==> config.mk <==
export PLATFORM = sky130hd
export DESIGN_NAME = decimal_key_encoder
export DESIGN_NICKNAME = d
export VERILOG_FILES = /design/src/rtl/decimal_key_pkg.sv /design/src/rtl/decimal_key_sync.sv /design/src/rtl/decimal_key_encoder.sv
export SDC_FILE = /design/constraint.sdc
export NUM_CORES = 1
export LEC_CHECK = 0
export BUFFER_PORTS_ARGS = -buffer_cell sky130_fd_sc_hd__buf_2
export CAP_MARGIN = 20
export CORE_MARGIN = 2
export CORE_UTILIZATION = 30
export CTS_BUF_LIST = sky130_fd_sc_hd__clkbuf_8
export DETAILED_ROUTE_END_ITERATION = 7
export PLACE_DENSITY = 0.52
export RECOVER_POWER = 25
export SKIP_LAST_GASP = 1
export SYNTH_ARGS = -nofsm -noshare
export SYNTH_HDL_FRONTEND = slang
export SYNTH_SLANG_ARGS = --single-unit
==> constraint.sdc <==
create_clock -name i_clk -period 8.6 [get_ports i_clk]
set_input_delay 0.86 -clock i_clk [delete_from_list [all_inputs] [get_ports i_clk]]
set_output_delay 0.86 -clock i_clk [all_outputs]
set_load 0.05 [all_outputs]
==> src/rtl/decimal_key_pkg.sv <==
// Shared types and helpers for the decimal key encoder: FSM states and
// the highest-digit priority encoder used on the synchronized key lines.
package decimal_key_pkg;

  localparam int NUM_KEYS = 10;
  localparam int BCD_W    = 4;

  typedef enum logic [1:0] {
    IDLE,
    DEBOUNCE,
    PRESENT,
    RELEASE
  } state_t;

  // Later (higher) digits overwrite earlier ones, so the highest pressed digit wins.
  function automatic logic [BCD_W-1:0] prio_enc10(input logic [NUM_KEYS-1:0] pressed);
    logic [BCD_W-1:0] code;
    code = '0;
    for (int k = 0; k < NUM_KEYS; k++) begin
      if (pressed[k]) code = BCD_W'(k);
    end
    return code;
  endfunction

  function automatic logic multi_press(input logic [NUM_KEYS-1:0] pressed);
    int n;
    n = 0;
    for (int k = 0; k < NUM_KEYS; k++) begin
      if (pressed[k]) n++;
    end
    return (n > 1);
  endfunction

endpackage

==> src/rtl/decimal_key_sync.sv <==
// Multi-flop synchronizer for the asynchronous active-low key lines.
// Resets to all ones so every key reads as released after reset.
module decimal_key_sync
  import decimal_key_pkg::*;
#(
  parameter int SYNC_STAGES = 2
) (
  input  logic                i_clk,
  input  logic                i_rst_n,
  input  logic [NUM_KEYS-1:0] i_n_key,
  output logic [NUM_KEYS-1:0] o_key_s
);

  logic [NUM_KEYS-1:0] sync_q [SYNC_STAGES];

  always_ff @(posedge i_clk) begin
    if (!i_rst_n) begin
      for (int i = 0; i < SYNC_STAGES; i++) begin
        sync_q[i] <= '1;
      end
    end else begin
      sync_q[0] <= i_n_key;
      for (int i = 1; i < SYNC_STAGES; i++) begin
        sync_q[i] <= sync_q[i-1];
      end
    end
  end

  assign o_key_s = sync_q[SYNC_STAGES-1];

endmodule

==> src/rtl/decimal_key_encoder.sv <==
// Debounced 10-key to BCD encoder: one code per press, highest digit wins,
// offered downstream over a valid/ready handshake.
module decimal_key_encoder
  import decimal_key_pkg::*;
#(
  parameter int SYNC_STAGES     = 2,
  parameter int DEBOUNCE_CYCLES = 4
) (
  input  logic                i_clk,
  input  logic                i_rst_n,
  input  logic [NUM_KEYS-1:0] i_n_key,
  input  logic                i_en,
  input  logic                i_ready,
  output logic                o_a,
  output logic                o_b,
  output logic                o_c,
  output logic                o_d,
  output logic                o_multi,
  output logic                o_valid,
  output logic                o_busy
);

  localparam int                CNT_W    = $clog2(DEBOUNCE_CYCLES + 1);
  localparam logic [CNT_W-1:0]  CNT_LAST = CNT_W'(DEBOUNCE_CYCLES - 1);

  logic [NUM_KEYS-1:0] key_s;
  logic [NUM_KEYS-1:0] pressed;
  logic                any_pressed;
  logic [BCD_W-1:0]    code;

  state_t              state, state_nxt;
  logic [CNT_W-1:0]    cnt, cnt_nxt;
  logic [BCD_W-1:0]    cand, cand_nxt;
  logic [BCD_W-1:0]    bcd;
  logic                capture;
  logic                valid_nxt;

  decimal_key_sync #(
    .SYNC_STAGES(SYNC_STAGES)
  ) u_sync (
    .i_clk   (i_clk),
    .i_rst_n (i_rst_n),
    .i_n_key (i_n_key),
    .o_key_s (key_s)
  );

  assign pressed     = ~key_s;
  assign any_pressed = |pressed;
  assign code        = prio_enc10(pressed);

  always_comb begin
    state_nxt = state;
    cnt_nxt   = cnt;
    cand_nxt  = cand;
    capture   = 1'b0;
    valid_nxt = o_valid;
    case (state)
      IDLE: begin
        if (any_pressed && i_en) begin
          cand_nxt  = code;
          cnt_nxt   = '0;
          state_nxt = DEBOUNCE;
        end
      end
      DEBOUNCE: begin
        // Any change of the winning digit restarts the press from IDLE.
        if (!i_en || !any_pressed || (code != cand)) begin
          state_nxt = IDLE;
        end else if (cnt == CNT_LAST) begin
          capture   = 1'b1;
          valid_nxt = 1'b1;
          state_nxt = PRESENT;
        end else begin
          cnt_nxt = cnt + 1'b1;
        end
      end
      PRESENT: begin
        if (o_valid && i_ready) begin
          valid_nxt = 1'b0;
          cnt_nxt   = '0;
          state_nxt = RELEASE;
        end
      end
      RELEASE: begin
        // Any key still down holds off re-arming, which prevents auto-repeat.
        if (any_pressed) begin
          cnt_nxt = '0;
        end else if (cnt == CNT_LAST) begin
          state_nxt = IDLE;
        end else begin
          cnt_nxt = cnt + 1'b1;
        end
      end
      default: state_nxt = IDLE;
    endcase
  end

  always_ff @(posedge i_clk) begin
    if (!i_rst_n) begin
      state   <= IDLE;
      cnt     <= '0;
      cand    <= '0;
      bcd     <= '0;
      o_multi <= 1'b0;
      o_valid <= 1'b0;
      o_busy  <= 1'b0;
    end else begin
      state   <= state_nxt;
      cnt     <= cnt_nxt;
      cand    <= cand_nxt;
      o_valid <= valid_nxt;
      o_busy  <= (state_nxt != IDLE);
      if (capture) begin
        bcd     <= cand;
        o_multi <= multi_press(pressed);
      end
    end
  end

  assign {o_a, o_b, o_c, o_d} = bcd;

endmodule

---- Yosys cells after proc, flatten, opt, wreduce, memory -nomap -nowiden ----
Memories as Yosys holds them, arrays and structs flattened.
Index checks and enable logic that the tools add are counted.
operators by class
  $mul .................................... 0
  equality and inequality tests ........... 9
  shifts and indexed selects .............. 0
  divide/modulo/power cells ............... 0
  bitwise logic cells ..................... 3
  $lt $le $gt $ge ......................... 1
  add/sub/neg operators ................... 10
  multiplexer cells ....................... 63
  reduce and logical (&&, ||, !) cells .... 13
operators by type and width
  cell                                                  number
  two-way mux 32 bit                                    29
  adder 32 x 2 -> 32 bit (second input constant)        9
  > comparator 32 x 2 -> 1 bit (second input constant)  1
  two-way mux 4 bit                                     8
  two-way mux 10 bit                                    2
  two-way mux 3 bit                                     5
  two-way mux 2 bit                                     6
  case mux 3 bit (4 select lines)                       1
  two-way mux 1 bit                                     10
  inverter 10 bit                                       1
  OR reduction 10 bit                                   1
  != test 2 bit (second input constant)                 4
  case mux 2 bit (4 select lines)                       1
  equality test 2 bit (second input constant)           2
  != test 4 bit                                         1
  AND reduction 4 bit                                   1
  nonzero test 2 bit                                    2
  adder 3 x 1 -> 3 bit (second input constant)          1
  equality test 3 x 2 -> 1 bit (second input constant)  1
  AND reduction 3 bit                                   1
  equality test 2 x 1 -> 1 bit (second input constant)  1
  logical AND 1 bit                                     2
  logical NOT 1 bit                                     2
  logical NOT 2 bit                                     1
  other kinds (4)                                       6
storage, ports and cells
  RAM bits ................................ 20
  bits in latches ......................... 0
  flip-flop bits (word level) ............. 16
  memory bits (read-only) ................. 0
  input port bits ......................... 14
  logic and storage cells ................. 107
  memories kept ........................... 1
memories
  memory         depth  width  read ports  clocked after Yosys merged registers in  wr ports  RTL line                text
  u_sync.sync_q  2      10     2           0                                        2         decimal_key_sync.sv:14  logic [NUM_KEYS-1:0] sync_q [SYNC_STAGES];

---- Logic depth before layout (Yosys ltp) ----
An unclocked memory read counts as a cell.
  depth after elaboration ................. 54
  mapped depth ............................ 27
  gate-level depth less buffers ........... 27

---- Hierarchy ----
From an unflattened synthesis, not the netlist that was laid out.
unflattened totals
  cell total of the unflattened synthesis .. 265
  area total of the unflattened synthesis .. 2,307.2 µm²
modules (own cells, without submodules)
  module               sequential area each (µm²)  cells each  times used  area an instance (µm²)
  decimal_key_encoder  320.3                       213         1           1,691.6
  decimal_key_sync     400.4                       52          1           615.6

---- Least setup slack after synthesis ----
Ideal clock, no wire load.
  path kind ............................... flip-flop to flip-flop
  start point ............................. memory u_sync.sync_q[1][0] (netlist: u_sync.sync_q[0][10])
  end point ............................... register o_multi
  slack ................................... 3,640 ps
  setup time .............................. 126 ps
  clock period less this slack ............ 4,960 ps
  stages on the path, launching flop included .. 26
  path buffers ............................ 1
  required time ........................... 8,474 ps
  data arrival time ....................... 4,834 ps
  path through ............................ dfxtp_1 -> inv_1 -> ha_1 -> buf_6 -> xnor3_2 -> inv_1 -> ha_1 -> nand2_1 -> nand3_1 -> ha_1 -> nor2_1 -> a41oi_2 -> ha_1 -> nand2b_1 -> nand2_1 -> ha_1 -> nor2_1 -> a21oi_1 -> a31o_2 -> ha_1 -> mux2i_1 -> inv_1 -> ha_1 -> or4_1 -> o221ai_1 -> a31oi_1
RTL lines
  item                    RTL line                    text
  start: declaration      decimal_key_sync.sv:14
  end signal: assignment  decimal_key_encoder.sv:115  o_multi <= multi_press(pressed);
  end: declaration        decimal_key_encoder.sv:18   output logic o_multi,

==> impl_metrics.csv <==
group,metric,value,unit
status,status,"finished, final reports clean",
flow_run,maxCapViolations,0,
worst_setup_path,critPathRequiredTime,8.77,ns
finish,post-route-util,0.3512,
finish,nFillCells,771,
worst_setup_path,r2r_slack,3.20,ns
sta,hold_viol_final,0,
sta,worstMarginPinSlew,1.399,ns
place,io_buffers,20,
floorplan,coreArea,7214,µm²
worst_setup_path,cp_max_fo,9,
routing,postRouteAntennaNets,0,
global_routing,grt_pass1_vias,1507,
clock_network,clock_sinks,36,
routing,wirelength,3748,µm
worst_hold_path,hold_end,"u_sync.sync_q[0][17]",
worst_hold_path,holdPathStages,1,
routing,avgRoutedWirePerCell,10.50,µm
worst_setup_path,crit_path_end_kind,"register",
worst_setup_path,start_kind,"register",
sta,setup_violations,0,
routing,vias_per_cell,4.599,
clock_network,root_buffer,"clkbuf_8",
synth,synth_flop_cell,"dfxtp_1",
clock_network,cts-resized-gates,0,
sta,rsz0062_at_grt,"no",
synth,yosysWarningCount,0,
floorplan,die_h,90.07,µm
place,gp_congestion,0.8079,
routing,first_iter_violations,21,
finish,multi_input_area,1398,µm²
routing,vias,1642,
synth,synthCells,244,
clock_network,cts.path.max_buffers,2,
synth,ys_ff_latch,36,
sta,slew_violations,0,
floorplan,ios,21,
clock_network,cts_buffers,5,
floorplan,start_util,0.3080,
synth,netlist_area,2222,µm²
clock_network,cts_max_level,2,
clock_network,clk_latency,0.29,ns
clock_network,cts_setup_buffers,0,
routing,post-route-drc-count,0,
sta,finalCritPeriodShare,0.6280,
worst_setup_path,r2r-start,"u_sync.sync_q[0][11]",
global_routing,track_usage,0.09793,
synth,synth-edff-count,0,
sta,slew_headroom,0.06736,
worst_setup_path,worst_ep_arrival_time,5.57,ns
clock_network,cts_tree,"done",
global_routing,grt_max_degree,39,
power_and_ir_drop,ir_worst_vdd,0.0001664,V
worst_setup_path,rr_endpoint,"o_multi",
global_routing,antenna_found_initial,0,
worst_hold_path,hold_path.class,"register to register",
power_and_ir_drop,p_leak,1.129,nW
sta,setup_tns,0,ns
sta,max_freq,185.2,MHz
finish,diodes,0,
routing,dr.pass1.iters,4,
clock_network,clk_pin_slew_worst_paths,0.07,ns
floorplan,die_w,90.07,µm
synth,syn_area_per_cell,9.107,µm²
synth,ys_async_sr_fraction,0,
power_and_ir_drop,p_per_area,182.1,nW/µm²
sta,period_minus_slack,5.401,ns
finish,nNetsFinal,282,
finish,seq_area,720.7,µm²
synth,yosysSeqAreaShare,0.3243,
synth,syn_nets,269,
place,hpwl,2912,µm
floorplan,rows,31,
clock_network,cts_hold_buffers,0,
worst_hold_path,hp-start,"u_sync.sync_q[0][7]",
sta,fin_skew,0.008295,ns
global_routing,grt_pass1_wl,6624,µm
finish,area_growth_syn_to_layout,14.02,%
finish,drive_gt1_frac,0.1473,
synth,synth_cell_type_count,56,
worst_setup_path,rr_worst_depth,24,
global_routing,grt_overflow,0,
finish,mostFrequentLayoutCell,"dfxtp_1",
worst_setup_path,crit_type,"register to register",
finish,layout_common_cells,"dfxtp_1 (36), nand2b_1 (27), nand2_1 (22)",
floorplan,die_area,8112,µm²
flip-flops by register name (all words and copies together) (netlist names):
signal         count
o_multi            1
o_valid            1
cand               4
u_sync.sync_q     20
o_busy             1
state              2
cnt                3
bcd                4
power breakdown:
part	switching [mW]	leakage, nW	internal, mW
combinational	0.0376	0.755	0.0375
sequential	0.00764	0.296	0.174
clock	0.0601	0.0784	0.145
worst max path at each step:
stage	from	endpoint	slack, ns
4_1_cts	u_sync.sync_q[0][11]	o_multi	3.16
3_3_place_gp	u_sync.sync_q[0][11]	o_multi	3.32
5_1_grt	u_sync.sync_q[0][10]	o_multi	2.68
3_5_place_dp	u_sync.sync_q[0][11]	o_multi	3.19
2_1_floorplan	u_sync.sync_q[0][10]	o_multi	3.64
6_report	u_sync.sync_q[0][11]	o_multi	3.20
cells in the mapped netlist, types with 3 or more instances:
master    count  area share
nand4_1       3      0.0084
nor3_1        5       0.011
or3_1         3      0.0084
a31oi_1       6       0.017
nand2b_1     27       0.076
a21boi_0      5       0.017
xor2_1        3       0.012
and3b_1       3       0.012
inv_1         9       0.015
o21ai_0       9       0.020
nor2b_1       9       0.025
o211ai_1      3       0.010
clkbuf_1      7       0.012
a21oi_1       4      0.0090
xnor2_1       9       0.035
mux2i_1       7       0.032
ha_1         11       0.062
nor2_1       11       0.019
nand3_1       3      0.0068
nand2_1      22       0.037
dfxtp_1      36        0.32
buf_2         5       0.011
per-layer routing:
layer | track usage | up-vias | share of wire
met5 | 0 | - | 0
met4 | 0.03077 | 0 | 0.014
met3 | 0.02934 | 5 | 0.029
met2 | 0.1535 | 19 | 0.44
met1 | 0.1294 | 729 | 0.52
li1 | - | 889 | -
worst max-delay path: stages, from the launching register on:
cell      delay, ns
dfxtp_1        0.37
inv_1          0.07
ha_1           0.45
xnor3_2        0.52
inv_1          0.08
ha_1           0.22
nand2_1        0.10
nand3_1        0.13
ha_1           0.32
nor2_1         0.04
a41oi_2        0.28
ha_1           0.28
nand2b_1       0.11
nand2_1        0.07
ha_1           0.28
nor2_1         0.08
a21oi_1        0.04
a31o_2         0.26
ha_1           0.29
mux2i_1        0.24
inv_1          0.07
ha_1           0.22
or4_1          0.50
o221ai_1       0.17
a31oi_1        0.10
kinds of logic (layout without fill, tap and decap cells):
logic type | Yosys count | count (layout) | synth area share
xor gates and xnor gates | 20 | 20 | 0.1284
muxes | 7 | 7 | 0.03153
AOI/OAI and AO/OA | 46 | 46 | 0.1492
buffers and inverters | 23 | 37 | 0.04673
and+or+nand+nor | 101 | 101 | 0.2579
adders and majority gates | 11 | 11 | 0.06194
DFF | 36 | 36 | 0.3243
per-stage QoR:
stage                     cells  total power [mW]  hold slack, ns  instance area (µm²)  setup WS, ns
final                       357            0.4615          0.4071                 2534         3.199
after global routing        357            0.4865          0.4286                 2534         2.684
after CTS                   357            0.4667          0.4100                 2535         3.164
after detailed placement    349            0.2610          0.3948                 2376         3.191
after global placement      349            0.2599          0.3928                 2376         3.319
after floorplan             244            0.2483          0.3863                 2222         3.640
cell type report:
type	instances	area share
Multi-Input combinational cell	185	0.5516
Sequential cell	36	0.2844
Tap cell	99	0.04889
Timing Repair Buffer	20	0.03901
Clock inverter	3	0.03556
Clock buffer	5	0.02716
Inverter	9	0.01333
No activity file was read; power rests on OpenSTA's default activity.
